==> src/rtl/weight_stream_sched.sv <==
// weight_stream_sched: streams one layer's coefficient ROM into an ap_fifo
// output, sweeping addresses 0..MEM_SIZE-1 NUM_PASSES times per start.
// Up to one word per cycle is sustained, and downstream backpressure is honoured.
//
// Ports:
//   ap_clk, ap_rst            clock, synchronous active-high reset
//   ap_start/ap_idle/ap_done  block-level handshake toward the layer controller
//   weight_address/weight_ce  ROM read port (data returns on weight_q one cycle later)
//   weight_q                  ROM read data
//   output_V_din/_write       stream data and write strobe
//   output_V_full_n           downstream not-full
//   cfg_num_passes            (WEIGHT_PASS_CFG_EN only) run-time pass count, 0 acts as 1
//
// Optional feature macro: WEIGHT_PASS_CFG_EN
module weight_stream_sched #(
    parameter int unsigned MEM_SIZE   = 288,
    parameter int unsigned DATA_WIDTH = 16,
    parameter int unsigned NUM_PASSES = 4,
    parameter int unsigned ADDR_W     = $clog2(MEM_SIZE)
) (
    input  logic                  ap_clk,
    input  logic                  ap_rst,
    input  logic                  ap_start,
    output logic                  ap_idle,
    output logic                  ap_done,
    output logic [ADDR_W-1:0]     weight_address,
    output logic                  weight_ce,
    input  logic [DATA_WIDTH-1:0] weight_q,
`ifdef WEIGHT_PASS_CFG_EN
    input  logic [7:0]            cfg_num_passes,
`endif
    output logic [DATA_WIDTH-1:0] output_V_din,
    input  logic                  output_V_full_n,
    output logic                  output_V_write
);

`ifdef WEIGHT_PASS_CFG_EN
    localparam int unsigned PASS_W = 8;
`else
    localparam int unsigned PASS_W = (NUM_PASSES > 1) ? $clog2(NUM_PASSES) : 1;
`endif
    localparam logic [ADDR_W-1:0] ADDR_LAST = ADDR_W'(MEM_SIZE - 1);

    typedef enum logic [1:0] {
        IDLE  = 2'd0,
        RUN   = 2'd1,
        DRAIN = 2'd2,
        DONE  = 2'd3
    } state_t;

    state_t                  state, state_next;
    logic [ADDR_W-1:0]       addr;
    logic [PASS_W-1:0]       pass_cnt;
    logic [PASS_W-1:0]       last_pass;
    logic [DATA_WIDTH-1:0]   fifo_mem [2];
    logic                    rd_ptr, wr_ptr;
    logic [1:0]              occ, occ_next;
    logic                    in_flight;
    logic                    pop, push, issue, last_issue;

    assign weight_address = addr;

    // State register
    always_ff @(posedge ap_clk) begin
        if (ap_rst) state <= IDLE;
        else        state <= state_next;
    end

    // Next state, read issue and stream outputs
    always_comb begin
        state_next     = state;
        issue          = 1'b0;
        weight_ce      = 1'b0;
        pop            = (occ != 2'd0) && output_V_full_n && !ap_rst;
        push           = in_flight;
        occ_next       = occ - 2'(pop) + 2'(push);
        last_issue     = (addr == ADDR_LAST) && (pass_cnt == last_pass);
        output_V_write = pop;
        output_V_din   = (occ != 2'd0) ? fifo_mem[rd_ptr] : '0;

        case (state)
            IDLE: begin
                if (ap_start) state_next = RUN;
            end
            RUN: begin
                // A same-cycle pop frees its slot, so issue can keep pace with writes
                if (((occ - 2'(pop) + 2'(in_flight)) < 2'd2) && !ap_rst) begin
                    issue     = 1'b1;
                    weight_ce = 1'b1;
                    if (last_issue) state_next = DRAIN;
                end
            end
            DRAIN: begin
                // Leave once the final word is being written this cycle
                if (!in_flight && (occ_next == 2'd0)) state_next = DONE;
            end
            DONE: begin
                state_next = IDLE;
            end
            default: state_next = IDLE;
        endcase
    end

    // Handshake flags decoded from the next state so they are flop outputs
    always_ff @(posedge ap_clk) begin
        if (ap_rst) begin
            ap_idle <= 1'b1;
            ap_done <= 1'b0;
        end else begin
            ap_idle <= (state_next == IDLE);
            ap_done <= (state_next == DONE);
        end
    end

    // Address/pass counters, read tracking and 2-entry data buffer
    always_ff @(posedge ap_clk) begin
        if (ap_rst) begin
            addr        <= '0;
            pass_cnt    <= '0;
            fifo_mem[0] <= '0;
            fifo_mem[1] <= '0;
            rd_ptr      <= 1'b0;
            wr_ptr      <= 1'b0;
            occ         <= 2'd0;
            in_flight   <= 1'b0;
`ifdef WEIGHT_PASS_CFG_EN
            last_pass   <= PASS_W'(NUM_PASSES - 1);
`endif
        end else begin
            in_flight <= issue;
            occ       <= occ_next;
            if (push) begin
                fifo_mem[wr_ptr] <= weight_q;
                wr_ptr           <= ~wr_ptr;
            end
            if (pop) rd_ptr <= ~rd_ptr;

            if ((state == IDLE) && ap_start) begin
                addr     <= '0;
                pass_cnt <= '0;
`ifdef WEIGHT_PASS_CFG_EN
                last_pass <= (cfg_num_passes == 8'd0) ? 8'd0 : cfg_num_passes - 8'd1;
`endif
            end else if (issue) begin
                if (addr == ADDR_LAST) begin
                    addr     <= '0;
                    pass_cnt <= pass_cnt + PASS_W'(1);
                end else begin
                    addr <= addr + ADDR_W'(1);
                end
            end
        end
    end

`ifndef WEIGHT_PASS_CFG_EN
    assign last_pass = PASS_W'(NUM_PASSES - 1);
`endif

endmodule

==> config.mk <==
export PLATFORM = sky130hd
export DESIGN_NAME = weight_stream_sched
export DESIGN_NICKNAME = d
export VERILOG_FILES = /design/src/rtl/weight_stream_sched.sv
export SDC_FILE = /design/constraint.sdc
export NUM_CORES = 1
export LEC_CHECK = 0
export ABC_CLOCK_PERIOD_IN_PS = 3000
export CAP_MARGIN = 20
export CORE_ASPECT_RATIO = 0.9
export CORE_MARGIN = 1.5
export CORE_UTILIZATION = 51
export CTS_CLUSTER_DIAMETER = 40
export CTS_CLUSTER_SIZE = 10
export DETAILED_ROUTE_END_ITERATION = 8
export PLACE_DENSITY = 0.82
export SLEW_MARGIN = 40
export SYNTH_ARGS = -nofsm -noshare
export SYNTH_HDL_FRONTEND = slang
export SYNTH_SLANG_ARGS = --single-unit
==> constraint.sdc <==
create_clock -name ap_clk -period 3 [get_ports ap_clk]
set_clock_uncertainty 0.2 [all_clocks]
set_input_delay 0.3 -clock ap_clk [delete_from_list [all_inputs] [get_ports ap_clk]]
set_output_delay 0.3 -clock ap_clk [all_outputs]
set_load 0.02 [all_outputs]
==> results.md <==
- Outcome: finished, final reports clean
- First-pass GRT wire length: 7217 µm
- Drt via density: about 5.2
- Setup_tns: 0 ns
- RSZ-0062 raised after global routing: no
- Port Buffer Count: 48
- CP top delay family: compound AO/OA/AOI/OAI gates
- Largest family of logic cells by synthesized area: simple AND/OR/NAND/NOR gates
- Row count: 23
- Crit Path Class: register to register
- Final setup vio count: 0
- Post-DR wirelength/cell: approximately 14 µm
- Post-synthesis mux area share: a little under 7%
- DRC viols: 0
- CTS root buf: clkbuf_8
- Pleak: approximately 1.1 nW
- Clock Sink Count: 53
- Seq/Total Area, Yosys: between 50 and 60%
- Pin count of the biggest net entering global routing: 18
- Combinational share of power: a little over a fifth
- Ratio of cells with drive above 1 in the final layout: between 7 and 8%
- Antenna violations before repair: 0
- CP Launch Type: register
- Pre-Repair DR Iteration Count: 5
- Nets: roughly 290
- Util after Layout: approximately 68%
- Post-synthesis cell count: about 220
- Synth warnings: 0
- Yosys reg bits: 53
- Switching Share: a little over a quarter
- H-tree depth: 2
- Num CTS Buffers: 5
- Final ANT Viol Nets: 0
- Max_cap viols: 0
- RePlAce Congestion: ~0.85
- Clock power share: around a quarter
- Largest stage delay on the critical path: 0.59 ns
- Netlist Area Pre-Place: ~2400 µm²
- Detailed Place HPWL: between 3000 and 4000 µm
- Fmax: 383.5 MHz
- Syn-to-layout area delta: 28.35%
- Adder and majority gate portion of the synthesized area: under 10%
- Initial Util: between 50 and 60%
- Switching power: roughly 0.0004 W
- Vias post-DR: ~1700
- CP bufs+invs: 2
- HP Class: register to register
- Gr ovfl total: 0
- Clock Path Buffers: 2
- Chip width: between 70 and 80 µm
- Hold_buf cts: 0
- Tcrit/Tclk final: approximately 87%
- # IOs: 49
- CTS clk-pin slew, worst paths: about 0.08 ns
- Avg Synthesized Cell Area: 11.06 µm²
- Die area: between 5000 and 6000 µm²
- Worst vdd ir: 272.2 µV
- Syn nets: about 240
- Compound-Gate Fraction of Synth Area: under 10%
- Routed WL: ~4600 µm
- Crit path max fanout: 13
- Critical path, cell by cell: o21ai_1, nor2_1, ha_1, inv_1, ha_1, xnor3_2, nand2_2, buf_4, o21ai_0, nor2_1
- Post-synthesis simple-gate area fraction: between 20% and 30%
- Total global-route track usage: between 10% and 20%
- WP data arrival: approximately 2.6 ns
- Reg power frac: 54.0%
- Synth cell types: 31
- Critical path's slowest cell: o21ai_0
- Slew headroom: 52.24%
- Worst-Margin Slew: slightly above 0.7 ns
- Slew Viols, Final: 0
- Post-Synth XOR/XNOR Area: 2.841%
- Setup Buffers After CTS: 0
- Number of global-route vias before repair: 1568
- Worst skew pair latency: ~0.30 ns
- Initial DRC count: around 130
- CTS tree: done
- Crit. End Element: register
- PD cells: ~510 nW/µm²
- Worst endpoint required time: between 2 and 3 ns
- Hold Fails Final Rpt: 0
- Diodes inserted: 0
- Post-layout min period: about 2.6 ns
- Placeable Area: between 4000 and 5000 µm²
- P_int: 0.001137 W
- Die H: 67.79 µm
-- Yosys cell counts, drive strengths merged --
| master | instances | area share, % |
|---|---|---|
| a21o | 2 | 0.63 |
| a21oi | 10 | 2.1 |
| and2 | 32 | 8.4 |
| and3 | 2 | 0.53 |
| and4 | 2 | 0.74 |
| buf | 2 | 0.42 |
| clkbuf | 7 | 1.1 |
| dfxtp | 21 | 18 |
| edfxtp | 32 | 40 |
| ha | 4 | 2.1 |
| inv | 5 | 0.79 |
| mux2i | 16 | 6.7 |
| nand2 | 10 | 1.7 |
| nand3 | 5 | 1.1 |
| nand4 | 2 | 0.53 |
| nor2 | 30 | 4.7 |
| nor2b | 3 | 0.79 |
| nor3 | 2 | 0.42 |
| nor3b | 2 | 0.84 |
| nor4b | 1 | 0.37 |
| o211ai | 1 | 0.32 |
| o21ai | 7 | 1.5 |
| o31ai | 5 | 1.6 |
| or2 | 1 | 0.26 |
| or3 | 2 | 0.53 |
| or4 | 3 | 0.95 |
| xnor2 | 2 | 0.74 |
| xnor3 | 1 | 1.0 |
| xor2 | 3 | 1.1 |
-- power groups by stage --
stage               Clock, W  Sequential [W]  Combinational, W
detailed placement         0        0.000853          0.000340
global route        0.000414        0.000841          0.000366
global placement           0        0.000849          0.000333
floorplan                  0        0.000849          0.000194
finish              0.000375        0.000836          0.000337
CTS                 0.000381        0.000837          0.000340
-- layer usage --
layer | part of all wire, % | global-route usage [%] | vias up
met2 | 49 | 31.86 | 56
met4 | 1.3 | 5.682 | 0
met3 | 6.1 | 5.075 | 7
met5 | 0 | 0 | -
met1 | 43 | 24.93 | 818
li1 | - | - | 866
-- worst paths after layout --
kind          startpoint           endpoint  slack [ns]  depth (start not counted)
max               occ[1]  weight_address[3]        0.39                         10
min          pass_cnt[1]        pass_cnt[1]        0.29                          2
max reg2reg       occ[1]  weight_address[3]        0.39                         10
min reg2reg  pass_cnt[1]        pass_cnt[1]        0.29                          2
-- state kept, by name, indices dropped and copies added, names as in the netlist, named ones only --
| register | cells |
|---|---|
| ap_done | 1 |
| state | 2 |
| rd_ptr | 1 |
| in_flight | 1 |
| pass_cnt | 2 |
| wr_ptr | 1 |
| occ | 2 |
| ap_idle | 1 |
| fifo_mem | 32 |
| weight_address | 9 |
-- placed cells by master (no fill, tap or decap), drive strengths merged --
| master | instances |
|---|---|
| clkdlybuf4s50 | 47 |
| and2 | 32 |
| edfxtp | 32 |
| nor2 | 30 |
| dfxtp | 21 |
| mux2i | 16 |
| a21oi | 10 |
| nand2 | 10 |
| buf | 9 |
| o21ai | 7 |
| clkbuf | 7 |
| inv | 5 |
| nand3 | 5 |
| o31ai | 5 |
| ha | 4 |
| nor2b | 3 |
| xor2 | 3 |
| or4 | 3 |
| a21o | 2 |
| nor3 | 2 |
| and3 | 2 |
| nand4 | 2 |
| and4 | 2 |
| or3 | 2 |
| xnor2 | 2 |
| nor3b | 2 |
| xnor3 | 1 |
| or2 | 1 |
| nor4b | 1 |
| o211ai | 1 |
| clkinv | 1 |
| dlymetal6s2s | 1 |
-- cell families after synthesis --
logic type / count (synthesis)
XOR/XNOR: 6
AND/OR/NAND/NOR: 97
adder cells (fa/ha/maj): 4
buffers and inverters: 14
AO/OA/AOI/OAI: 25
multiplexers: 16
flip-flops: 53
-- stage by stage --
step | hold WS [ns] | std cells | power (W) | setup WS, ns | area, µm²
final | 0.2919 | 333 | 0.001548 | 0.3923 | 3053
after global routing | 0.3173 | 333 | 0.001621 | 0.2114 | 3053
after CTS | 0.2918 | 333 | 0.001557 | 0.03414 | 3050
after detailed placement | 0.2794 | 325 | 0.001194 | 0.07993 | 2970
after global placement | 0.2712 | 325 | 0.001182 | 0.1096 | 2968
after floorplan | 0.1916 | 215 | 0.001043 | 0.2133 | 2379
-- final cells by class --
type	count	area (µm²)
clock buffers	7	76.32
clock inverters	1	3.754
fillers	349	1408
inverters	5	18.77
multi-input cells	148	944.7
flip-flops and latches	53	1381
well taps	62	77.57
repair buffers	57	550.5
-- repair_timing --
item / in CTS / in global routing
setup endpoints to repair: 0 / 1
resized for setup: 0 / 2
endpoints found under the hold margin: 0 / 0
-- worst min-delay path: cells and delay by family, from the launching register on --
kind               cells  cell delay (ns)
DFF                    1             0.32
AOI/OAI and AO/OA      2             0.13
Note: power is estimated with default switching activity, not from simulation.
